$ cat src/rtl/switch_allocator.sv
`default_nettype none
// ============================================================================
//  Module      : switch_allocator
//  Description : Per-router switch allocator. Each output port runs its own
//                round-robin arbiter with a wormhole lock (head to tail) and a
//                credit counter for the downstream input buffer. Allocation
//                is combinational from registered state and current inputs.
//  Revision    : 1.0 - initial release
// ============================================================================
module switch_allocator #(
    parameter int NUM_PORTS = 5,
    parameter int BUF_DEPTH = 4,
    parameter int PORT_W    = $clog2(NUM_PORTS),
    parameter int CRED_W    = $clog2(BUF_DEPTH + 1)
) (
    input  logic                              clk,
    input  logic                              rst,
    input  logic [NUM_PORTS-1:0]              req_valid,
    input  logic [NUM_PORTS-1:0][PORT_W-1:0]  req_port,
    input  logic [NUM_PORTS-1:0]              req_tail,
    input  logic [NUM_PORTS-1:0]              credit_inc,
    output logic [NUM_PORTS-1:0]              grant,
    output logic [NUM_PORTS-1:0]              xbar_valid,
    output logic [NUM_PORTS-1:0][PORT_W-1:0]  xbar_sel,
    output logic                              credit_err
);

    localparam logic [CRED_W-1:0] C_CRED_FULL = CRED_W'(BUF_DEPTH);
    localparam logic [CRED_W-1:0] C_CRED_ONE  = CRED_W'(1);
    localparam logic [PORT_W-1:0] C_PORT_LAST = PORT_W'(NUM_PORTS - 1);
    localparam logic [PORT_W-1:0] C_PORT_ONE  = PORT_W'(1);
    localparam logic [PORT_W:0]   C_PORT_NUM  = (PORT_W + 1)'(NUM_PORTS);

    typedef enum logic [0:0] {
        ST_IDLE   = 1'b0,
        ST_LOCKED = 1'b1
    } lock_state_t;

    // Registered per-output state
    lock_state_t         r_state   [NUM_PORTS];
    logic [PORT_W-1:0]   r_owner   [NUM_PORTS];
    logic [PORT_W-1:0]   r_rr_ptr  [NUM_PORTS];
    logic [CRED_W-1:0]   r_credit  [NUM_PORTS];
    logic                r_credit_err;

    // Next-state values
    lock_state_t         w_state_next  [NUM_PORTS];
    logic [PORT_W-1:0]   w_owner_next  [NUM_PORTS];
    logic [PORT_W-1:0]   w_rr_next     [NUM_PORTS];
    logic [CRED_W-1:0]   w_credit_next [NUM_PORTS];
    logic                w_err_set;

    // Per-output grant indication (winner index is carried on xbar_sel)
    logic [NUM_PORTS-1:0] w_out_gnt;

    // Parallel per-output arbitration: lock owner when locked, otherwise
    // round-robin search from rr_ptr; credits gate the final grant.
    always_comb begin : p_arb
        logic              found;
        logic [PORT_W-1:0] winner;
        logic [PORT_W:0]   idx;
        logic [PORT_W-1:0] cand;
        grant      = '0;
        xbar_valid = '0;
        xbar_sel   = '0;
        w_out_gnt  = '0;
        found      = 1'b0;
        winner     = '0;
        idx        = '0;
        cand       = '0;
        for (int o = 0; o < NUM_PORTS; o++) begin
            found  = 1'b0;
            winner = '0;
            if (r_state[o] == ST_LOCKED) begin
                if (req_valid[r_owner[o]] && (req_port[r_owner[o]] == PORT_W'(o))) begin
                    found  = 1'b1;
                    winner = r_owner[o];
                end
            end else begin
                for (int k = 0; k < NUM_PORTS; k++) begin
                    idx = {1'b0, r_rr_ptr[o]} + (PORT_W + 1)'(k);
                    if (idx >= C_PORT_NUM) begin
                        idx = idx - C_PORT_NUM;
                    end
                    cand = idx[PORT_W-1:0];
                    if (!found && req_valid[cand] && (req_port[cand] == PORT_W'(o))) begin
                        found  = 1'b1;
                        winner = cand;
                    end
                end
            end
            if (found && (r_credit[o] != '0) && !rst) begin
                w_out_gnt[o]  = 1'b1;
                xbar_valid[o] = 1'b1;
                xbar_sel[o]   = winner;
                grant[winner] = 1'b1;
            end
        end
    end

    // Next-state: credit accounting, pointer advance and lock transitions
    always_comb begin
        w_err_set = 1'b0;
        for (int o = 0; o < NUM_PORTS; o++) begin
            w_state_next[o]  = r_state[o];
            w_owner_next[o]  = r_owner[o];
            w_rr_next[o]     = r_rr_ptr[o];
            w_credit_next[o] = r_credit[o];

            // A grant and a returned credit in the same cycle cancel out
            if (w_out_gnt[o] && !credit_inc[o]) begin
                w_credit_next[o] = r_credit[o] - C_CRED_ONE;
            end else if (!w_out_gnt[o] && credit_inc[o]) begin
                if (r_credit[o] == C_CRED_FULL) begin
                    w_err_set = 1'b1;
                end else begin
                    w_credit_next[o] = r_credit[o] + C_CRED_ONE;
                end
            end

            if (w_out_gnt[o]) begin
                if (r_state[o] == ST_IDLE) begin
                    w_rr_next[o] = (xbar_sel[o] == C_PORT_LAST) ? '0 : (xbar_sel[o] + C_PORT_ONE);
                    if (!req_tail[xbar_sel[o]]) begin
                        w_state_next[o] = ST_LOCKED;
                        w_owner_next[o] = xbar_sel[o];
                    end
                end else if (req_tail[r_owner[o]]) begin
                    w_state_next[o] = ST_IDLE;
                end
            end
        end
    end

    // State registers with asynchronous reset to full credit, idle, pointer 0
    always_ff @(posedge clk or posedge rst) begin
        if (rst) begin
            for (int o = 0; o < NUM_PORTS; o++) begin
                r_state[o]  <= ST_IDLE;
                r_owner[o]  <= '0;
                r_rr_ptr[o] <= '0;
                r_credit[o] <= C_CRED_FULL;
            end
            r_credit_err <= 1'b0;
        end else begin
            for (int o = 0; o < NUM_PORTS; o++) begin
                r_state[o]  <= w_state_next[o];
                r_owner[o]  <= w_owner_next[o];
                r_rr_ptr[o] <= w_rr_next[o];
                r_credit[o] <= w_credit_next[o];
            end
            r_credit_err <= r_credit_err | w_err_set;
        end
    end

    assign credit_err = r_credit_err;

endmodule
`default_nettype wire

$ cat config.mk
export PLATFORM = sky130hd
export DESIGN_NAME = switch_allocator
export DESIGN_NICKNAME = d
export VERILOG_FILES = /design/src/rtl/switch_allocator.sv
export SDC_FILE = /design/constraint.sdc
export NUM_CORES = 1
export LEC_CHECK = 0
export ABC_AREA = 1
export BUFFER_PORTS_ARGS = -buffer_cell sky130_fd_sc_hd__buf_4
export CORE_ASPECT_RATIO = 0.6
export CORE_MARGIN = 2
export CORE_UTILIZATION = 49
export DETAILED_ROUTE_END_ITERATION = 8
export PLACE_DENSITY = 0.67
export SETUP_SLACK_MARGIN = 0.02
export SYNTH_ARGS = -nofsm -noshare
export SYNTH_HDL_FRONTEND = slang
export SYNTH_SLANG_ARGS = --single-unit
export TNS_END_PERCENT = 5
$ cat constraint.sdc
create_clock -name clk -period 4.3 [get_ports clk]
set_input_delay 0.86 -clock clk [delete_from_list [all_inputs] [get_ports clk]]
set_output_delay 0.86 -clock clk [all_outputs]
set_load 0.05 [all_outputs]
==> flow_summary.json, run 1 <==
{
  "start_kind": "register",
  "h-tree-depth": 2,
  "tightest_slew_ns": 0.870,
  "violations": "negative setup slack",
  "postCtsHoldBufs": 0,
  "synth_xor_area_frac": 0.0387,
  "worst_path_max_delay_cell": "dfrtp_2",
  "grt_usage": 0.346,
  "crit_arrival_ns": 3.61,
  "wl_per_cell_um": 17.3,
  "path_class": "register to primary output",
  "critical_path_buf_inv_count": 7,
  "drive_gt1_frac": 0.305,
  "regArea_mm2": 0.00129,
  "io_buffers": 57,
  "setup-violations-final": 8,
  "via_count": 10900,
  "globalplace.congestion": 0.987,
  "grt_pass1_wl_um": 52000,
  "syn_inst": 1460,
  "clk_pin_slew_ns": 0.08,
  "hold_path_class": "register to register",
  "nets": 1784,
  "synth_top_family_by_area": "simple AND/OR/NAND/NOR gates",
  "tns_ns": -0.686,
  "period_share": 1.04,
  "yosys.area_share.simple": 0.443,
  "final_util": 0.676,
  "first_pass_iters": 6,
  "antenna_found_initial": 0,
  "diodes": 0,
  "rows": 37,
  "synth_edf_count": 0,
  "clock_sinks": 51,
  "drc": 0,
  "hold_viol": 0,
  "die_area_mm2": 0.0190,
  "fmax_ghz": 0.224,
  "clock_latency_ns": 0.30,
  "vias_per_cell": 5.68,
  "synth_compound_area_frac": 0.153,
  "synth-main-ff-cell": "dfrtp_1",
  "nFillCells": 1558,
  "seq_area_frac_synth": 0.146,
  "holdWs_ns": 0.483,
  "tritoncts": "done",
  "synth_mux_area_frac": 0,
  "post-dp-hpwl_um": 25600,
  "maxSlewViolCount": 0,
  "ios": 58,
  "min_period_ns": 4.47,
  "dieHeight_um": 108,
  "postRouteAntennaNets": 0,
  "crit_top_cell": "nand2_2",
  "syn_area_mm2": 0.00878,
  "grt_pass1_vias": 9829,
  "skew_ns": 0.00736,
  "initial_core_util": 0.506,
  "rsz0062_at_grt": "true",
  "synth.avg_cell_area_um2": 6.02,
  "multi_input_area_mm2": 0.00719,
  "cts_root_buffer": "clkbuf_16",
  "synth-async-reset-ratio": 1.00,
  "area_growth_pct": 33.6,
  "grt_max_degree": 37,
  "drt_iter0_markers": 1344,
  "maxCapViolCount": 0,
  "clockBufferDepth": 2,
  "cp.required_ns": 3.44,
  "syn-num-nets": 1561,
  "coreArea_mm2": 0.0174,
  "cts_made_buffers": 5,
  "worst_slack_ns": -0.172,
  "cp-end-kind": "primary output",
  "crit_path_max_incr_delay_ns": 0.46,
  "path_delay_family": "simple AND/OR/NAND/NOR gates",
  "ys_types": 59,
  "wirelength_um": 33100,
  "crit_fanout": 4,
  "status": "complete, but fails checks",
  "synth_fa_ha_area_frac": 0.107,
  "synth_warnings": 0,
  "die_x_um": 177,
  "ys_seq_elements": 51,
  "slew_headroom": 0.419,
  "grt_remaining_overflow": 0
}
per-stage QoR:
stage / worst slack (ns) / std cells / cell area [um2]
3_5_place_dp: 0.0613 / 1847 / 10400
4_1_cts: -0.00184 / 1910 / 11400
2_1_floorplan: -0.162 / 1460 / 8920
3_3_place_gp: 0.0877 / 1847 / 10400
5_1_grt: -0.308 / 1918 / 11700
6_report: -0.172 / 1918 / 11700
metal layers:
| layer | vias to the layer above | share of wire | global-route usage |
|---|---|---|---|
| met2 | 555 | 0.40 | 0.496 |
| li1 | 5279 | - | - |
| met5 | - | 0 | 0 |
| met3 | 70 | 0.11 | 0.0713 |
| met4 | 0 | 0.020 | 0.0691 |
| met1 | 4992 | 0.47 | 0.528 |
cell families after synthesis:
logic type	count (synthesis)
AOI/OAI and AO/OA	222
xor gates and xnor gates	38
and+or+nand+nor	831
buffers and inverters	249
adders and majority gates	69
DFF	51
layout by cell type (no fill, tap or decap), types with 22 or more instances in the layout:
cell | Yosys | layout
o211ai_1 | 24 | 24
nand3_1 | 181 | 171
ha_1 | 59 | 49
nand4_1 | 49 | 49
o21ai_0 | 86 | 70
nand2_2 | 26 | 66
buf_4 | 3 | 207
o21ai_1 | 22 | 24
dfrtp_1 | 46 | 41
inv_2 | 28 | 37
inv_1 | 200 | 179
nand2_1 | 402 | 355
nor2_1 | 97 | 82
buf_6 | 2 | 22
nor3_1 | 24 | 23
xor2_1 | 31 | 24
nand3_2 | 17 | 23
a21oi_1 | 47 | 37
cells in the mapped netlist, types with 17 or more instances:
library cell	number	share of area
nand3_1	181	0.10
nand2_2	26	0.019
inv_2	28	0.012
ha_1	59	0.084
a21oi_1	47	0.027
xor2_1	31	0.031
nand2_1	402	0.17
o21ai_1	22	0.013
o21ai_0	86	0.049
nand3_2	17	0.019
o211ai_1	24	0.021
inv_1	200	0.085
nand4_1	49	0.035
nor2_1	97	0.041
nor3_1	24	0.014
dfrtp_1	46	0.13
tightest hold or removal path: cells and delay by family, from the launching register on:
family | cells | cell delay, ns
flip-flops | 1 | 0.35
AND/OR/NAND/NOR | 2 | 0.11
timing repair:
action                                  in CTS  in global routing
resized for setup                          133                 74
endpoints found under the setup margin      18                 26
pin swaps                                   60                 43
setup buffers                               55                  9
cloned                                       0                  0
sequential cells by signal, summed over array words and instances (netlist names):
register    flops
r_rr_ptr       15
r_state         5
credit_err      1
r_owner        15
r_credit       15
final cells by class:
type                    instances  area share
clock buffers                   5      0.0107
clock inverters                 3     0.00394
inverters                     232      0.0799
multi-input cells            1160       0.612
flip-flops and latches         51       0.110
well taps                     234      0.0249
repair buffers                233       0.159
worst paths after layout:
| check | startpoint | endpoint | slack (ns) | depth (start not counted) |
|---|---|---|---|---|
| hold reg to reg | r_owner[14]$_DFFE_PP0P_ | r_owner[14]$_DFFE_PP0P_ | 0.48 | 2 |
| setup / recovery | r_rr_ptr[0]$_DFFE_PP0P_ | grant[0] | -0.17 | 25 |
| min in group asynchronous | rst | r_credit[9]$_DFFE_PP0P_ | 0.81 | 2 |
| hold / removal | r_owner[14]$_DFFE_PP0P_ | r_owner[14]$_DFFE_PP0P_ | 0.48 | 2 |
| max in group asynchronous | rst | r_credit[11]$_DFFE_PP1P_ | 2.67 | 3 |
| setup reg to reg | r_rr_ptr[0]$_DFFE_PP0P_ | r_owner[1]$_DFFE_PP0P_ | 0.12 | 36 |
Power of run 1 is left out: the tool's default activity adds up to more than one toggle a clock period on the data nets, which glitch-free logic cannot reach.
==> run 2: changes to the inputs <==
--- a/config.mk
+++ b/config.mk
@@ -11,6 +11,7 @@
 export CORE_MARGIN = 2
 export CORE_UTILIZATION = 49
 export DETAILED_ROUTE_END_ITERATION = 8
+export MAX_ROUTING_LAYER = met4
 export PLACE_DENSITY = 0.67
 export SETUP_SLACK_MARGIN = 0.02
 export SYNTH_ARGS = -nofsm -noshare
==> flow_summary.json, run 2 (same netlist as run 1, synthesis figures left out) <==
{
  "area_growth_pct": 34.7,
  "drt_iter0_markers": 1169,
  "grt_remaining_overflow": 0,
  "drc": 0,
  "wirelength_um": 33400,
  "vias_per_cell": 5.71,
  "reg_top3": "r_credit x15, r_owner x15, r_rr_ptr x15",
  "cts_root_buffer": "clkbuf_16",
  "grt_usage": 0.356,
  "clock_latency_ns": 0.31,
  "first_pass_iters": 8,
  "worst_slack_ns": -0.233,
  "skew_ns": 0.00620,
  "via_count": 10900,
  "clk_pin_slew_ns": 0.08,
  "clockBufferDepth": 2,
  "final_common_cell": "nand2_1",
  "crit_arrival_ns": 3.67,
  "status": "complete, but fails checks",
  "route.met2.wl_um": 13500,
  "die_x_um": 177,
  "die_area_mm2": 0.0190,
  "final_util": 0.682,
  "maxSlewViolCount": 0,
  "postCtsHoldBufs": 0,
  "mostFrequentLayoutCells": "nand2_1, buf_4, inv_1, nand3_1, nor2_1",
  "routed-wl-met3_um": 3750,
  "grt_pass1_wl_um": 51900,
  "cp-end-kind": "primary output",
  "nFillCells": 1553,
  "min_period_ns": 4.53,
  "clock_sinks": 51,
  "tritoncts": "done",
  "hold_viol": 0,
  "cp.required_ns": 3.44,
  "tightest_slew_ns": 0.799,
  "hold_path_class": "register to register",
  "wl_met1_um": 15500,
  "grt_max_degree": 35,
  "diodes": 0,
  "violations": "negative setup slack",
  "start_kind": "register",
  "fmax_ghz": 0.221,
  "slew_headroom": 0.467,
  "coreArea_mm2": 0.0174,
  "dieHeight_um": 108,
  "antenna_found_initial": 0,
  "ios": 58,
  "post-dp-hpwl_um": 25700,
  "maxCapViolCount": 0,
  "highest_layer": "met4",
  "period_share": 1.05,
  "rows": 37,
  "crit_fanout": 6,
  "globalplace.congestion": 1.02,
  "multi_input_area_mm2": 0.00740,
  "cts_made_buffers": 5,
  "path_class": "register to primary output",
  "setup-violations-final": 11,
  "io_buffers": 57,
  "postRouteAntennaNets": 0,
  "rsz0062_at_grt": "true",
  "drive_gt1_frac": 0.316,
  "h-tree-depth": 2,
  "wl_per_cell_um": 17.5,
  "regArea_mm2": 0.00129,
  "nets": 1775,
  "grt_pass1_vias": 9852,
  "initial_core_util": 0.506
}
run 2: cell count changes in the layout (fill, tap and decap cells not counted), sizes merged:
| cell | change |
|---|---|
| buf | -9 |
| bufinv | -1 |
| clkinv | +1 |
run 2: final timing paths:
path,start,endpoint,slack [ns],cells past startpoint
min reg2reg,r_owner[8]$_DFFE_PP0P_,r_owner[8]$_DFFE_PP0P_,0.48,2
max reg2reg,r_rr_ptr[13]$_DFFE_PP0P_,r_owner[13]$_DFFE_PP0P_,-0.12,32
min,r_owner[8]$_DFFE_PP0P_,r_owner[8]$_DFFE_PP0P_,0.48,2
max in group asynchronous,rst,r_credit[14]$_DFFE_PP1P_,2.70,3
min in group asynchronous,rst,r_credit[9]$_DFFE_PP0P_,0.79,2
max,r_rr_ptr[13]$_DFFE_PP0P_,grant[3],-0.23,21
run 2: worst max-delay path, cell delays in order, from the launching register on:
cell and delay [ns]:
dfrtp_2 0.50, ha_4 0.17, inv_2 0.04, fa_2 0.40
nor2_4 0.17, nor2_4 0.08, o21ai_4 0.18, nand2_1 0.11
o211ai_1 0.11, nand2_1 0.08, nand2_1 0.09, nand2_2 0.07
inv_2 0.07, nand3_4 0.08, nor2_4 0.18, nand3_2 0.09
nand4_1 0.22, nand3_4 0.12, clkinvlp_4 0.14, a22oi_2 0.06
o211ai_1 0.13, buf_4 0.25
run 2: stage by stage:
stage	setup slack [ns]	hold slack [ns]	cell area (um2)	std cells	TNS, ns
after global routing	-0.296	0.523	11800	1909	-3.87
after CTS	-0.0293	0.477	11300	1895	-0.0650
final	-0.233	0.476	11800	1909	-1.47
after detailed placement	0.0795	0.459	10300	1841	0
after floorplan	-0.162	0.442	8920	1460	-0.440
after global placement	0.122	0.458	10300	1841	0
run 2: layout make-up:
| cell class | instances | area share |
|---|---|---|
| Inverter | 232 | 0.0789 |
| Tap cell | 234 | 0.0247 |
| Sequential cell | 51 | 0.109 |
| Clock inverter | 3 | 0.00233 |
| Clock buffer | 5 | 0.0106 |
| Timing Repair Buffer | 224 | 0.149 |
| Multi-Input combinational cell | 1160 | 0.626 |
run 2: routing by layer:
layer	up-vias	GRT usage
met5	-	-
met1	5012	0.528
met3	59	0.0738
li1	5259	-
met2	565	0.491
met4	0	0.0738
run 2: repair_timing:
action                                  4_1_cts  5_1_grt
endpoints found under the setup margin       19       26
buffers inserted                             46       15
endpoints found under the hold margin         0        0
resized for setup                           115      127
pin swaps                                    64       71
cloned                                        0        0
Power of run 2 is left out for the same reason.
==> run 3: changes to the inputs <==
--- a/config.mk
+++ b/config.mk
@@ -5,15 +5,13 @@
 export SDC_FILE = /design/constraint.sdc
 export NUM_CORES = 1
 export LEC_CHECK = 0
-export ABC_AREA = 1
 export BUFFER_PORTS_ARGS = -buffer_cell sky130_fd_sc_hd__buf_4
 export CORE_ASPECT_RATIO = 0.6
 export CORE_MARGIN = 2
 export CORE_UTILIZATION = 49
 export DETAILED_ROUTE_END_ITERATION = 8
 export MAX_ROUTING_LAYER = met4
-export PLACE_DENSITY = 0.67
-export SETUP_SLACK_MARGIN = 0.02
+export PLACE_DENSITY = 0.66
 export SYNTH_ARGS = -nofsm -noshare
 export SYNTH_HDL_FRONTEND = slang
 export SYNTH_SLANG_ARGS = --single-unit
==> flow_summary.json, run 3 <==
{
  "final_common_cell": "buf_4",
  "synth_mux_area_frac": 0.111,
  "status": "complete, but fails checks",
  "syn-num-nets": 1406,
  "synth.avg_cell_area_um2": 7.62,
  "ios": 58,
  "seq_area_frac_synth": 0.129,
  "grt_usage": 0.401,
  "dieHeight_um": 114,
  "synth-async-reset-ratio": 1.00,
  "violations": "negative setup slack",
  "clock_sinks": 51,
  "nets": 1848,
  "via_count": 12900,
  "clockBufferDepth": 2,
  "holdWs_ns": 0.529,
  "path_class": "register to primary output",
  "cts_root_buffer": "clkbuf_16",
  "crit_fanout": 5,
  "synth-main-ff-cell": "dfrtp_1",
  "tritoncts": "done",
  "synth_top_family_by_area": "compound AO/OA/AOI/OAI gates",
  "syn_area_mm2": 0.00994,
  "cp.required_ns": 3.44,
  "multi_input_area_mm2": 0.00916,
  "h-tree-depth": 2,
  "maxSlewViolCount": 0,
  "placed_area_mm2": 0.0139,
  "ys_seq_elements": 51,
  "cp-end-kind": "primary output",
  "power_density_mw_per_mm2": 976,
  "reg_top3": "r_credit x15, r_owner x15, r_rr_ptr x15",
  "wirelength_um": 43500,
  "io_buffers": 57,
  "slew_headroom": 0.356,
  "maxCapViolCount": 0,
  "synth_xor_area_frac": 0.0238,
  "yosysTopAreaCell": "dfrtp_1",
  "leakage_nw": 6.86,
  "syn_inst": 1305,
  "synth_fa_ha_area_frac": 0.0954,
  "yosys.area_share.simple": 0.279,
  "min_period_ns": 4.93,
  "synth_warnings": 0,
  "postRouteAntennaNets": 0,
  "grt_pass1_vias": 11700,
  "clock_latency_ns": 0.31,
  "post-dp-hpwl_um": 33800,
  "crit_path_max_incr_delay_ns": 0.54,
  "worst_path_max_delay_cell": "or4b_1",
  "period_share": 1.15,
  "antenna_found_initial": 1,
  "mostFrequentLayoutCells": "buf_4, nor2_1, nand2_1, a21oi_1",
  "grt_pass1_wl_um": 65700,
  "grt_remaining_overflow": 0,
  "rsz0062_at_grt": "true",
  "path_cells": "inv_4 > ha_4 > inv_2 > fa_2 > or3_4 > and2_4 > mux4_2 > a21oi_4 > nor2b_4 > a41o_1 > nor2_1 > or4b_1 > and3_4 > nand3_4 > buf_8",
  "synth_compound_area_frac": 0.300,
  "vias_per_cell": 6.37,
  "fmax_ghz": 0.203,
  "first_pass_iters": 5,
  "crit_arrival_ns": 4.07,
  "hold_viol": 0,
  "drc": 0,
  "die_area_mm2": 0.0215,
  "start_kind": "register",
  "wl_per_cell_um": 21.5,
  "die_x_um": 188,
  "ys_types": 112,
  "nFillCells": 1489,
  "synthMostInstantiatedCell": "nor2_1",
  "drive_gt1_frac": 0.442,
  "worst_slack_ns": -0.634,
  "grt_max_degree": 41,
  "peakVddDrop_mv": 0.646,
  "area_growth_pct": 52.7,
  "regArea_mm2": 0.00129,
  "hold_path_class": "register to register",
  "rows": 40,
  "yosys-top-cells-count": "nor2_1, nand2_1, inv_1, a21oi_1, o21ai_0",
  "synth_top_area_share": 0.116,
  "cts_made_buffers": 5,
  "yosys-top-cells-area": "dfrtp_1, ha_1, mux2i_1",
  "globalplace.congestion": 1.01,
  "path_delay_family": "simple AND/OR/NAND/NOR gates",
  "critical_path_buf_inv_count": 3,
  "finalInstanceArea_mm2": 0.0152,
  "synth_edf_count": 0,
  "skew_ns": 0.00706,
  "clk_pin_slew_ns": 0.07,
  "initial_core_util": 0.498,
  "setup-violations-final": 30,
  "coreArea_mm2": 0.0200,
  "postCtsHoldBufs": 0,
  "tightest_slew_ns": 0.965,
  "drt_iter0_markers": 1635
}
run 3: per-layer routing:
metal / wire length, um / GRT usage / part of all wire / vias up
met5: 0 / - / 0 / -
met4: 894 / 0.0803 / 0.021 / 0
met3: 5370 / 0.0993 / 0.12 / 84
met2: 17300 / 0.543 / 0.40 / 797
met1: 19900 / 0.596 / 0.46 / 6175
li1: - / - / - / 5827
run 3: final timing paths:
check | from | to | slack (ns) | cells past startpoint
min in group asynchronous | rst | credit_err$_DFF_PP0_ | 0.82 | 2
max | r_rr_ptr[9]$_DFFE_PP0P_ | grant[0] | -0.63 | 15
max reg2reg | r_rr_ptr[0]$_DFFE_PP0P_ | r_owner[0]$_DFFE_PP0P_ | -0.17 | 16
min reg2reg | r_credit[8]$_DFFE_PP1P_ | r_credit[8]$_DFFE_PP1P_ | 0.53 | 2
max in group asynchronous | rst | r_credit[8]$_DFFE_PP1P_ | 2.67 | 3
min | r_credit[8]$_DFFE_PP1P_ | r_credit[8]$_DFFE_PP1P_ | 0.53 | 2
run 3: final cells by class:
cell class | count | area share
multi-input combinational | 1104 | 0.604
timing repair buffer | 495 | 0.255
sequential | 51 | 0.0849
inverter | 90 | 0.0241
tap | 273 | 0.0225
clock buffer | 6 | 0.00849
clock inverter | 2 | 0.00107
antenna | 1 | 0.000165
run 3: cell families after synthesis:
| logic type | after synthesis |
|---|---|
| adders and majority gates | 70 |
| AOI/OAI and AO/OA | 425 |
| xor gates and xnor gates | 27 |
| and+or+nand+nor | 493 |
| buffers and inverters | 150 |
| muxes | 89 |
| DFF | 51 |
run 3: timing repair:
action,CTS,global route
resized for setup,122,98
endpoints found under the hold margin,0,0
buffers inserted,13,9
pin swaps,37,29
endpoints found under the setup margin,36,58
cloned,0,0
run 3: where the power goes:
| group | switching [mW] | internal [mW] | total, mW |
|---|---|---|---|
| clock | 0.221 | 0.220 | 0.440 |
| combinational | 7.10 | 6.20 | 13.3 |
| sequential | 0.359 | 0.716 | 1.08 |
| total | 7.68 | 7.13 | 14.8 |
run 3: stage by stage:
stage	total power [mW]	util	worst slack, ns	setup TNS (ns)	std cells
floorplan	7.56	-	-0.362	-2.38	1305
global placement	12.1	0.695	-0.495	-7.38	1992
detailed placement	12.3	0.695	-0.567	-9.03	1992
CTS	13.7	0.734	-0.593	-7.59	2012
global route	15.6	0.760	-0.821	-14.81	2022
finish	14.8	0.760	-0.634	-9.66	2022
run 3: tightest hold or removal path, delay by kind of cell (launching register included):
kind           cells  cell delay (ns)
flip-flops         1             0.39
AO/OA/AOI/OAI      2             0.14
No activity file was read; power rests on OpenSTA's default activity.
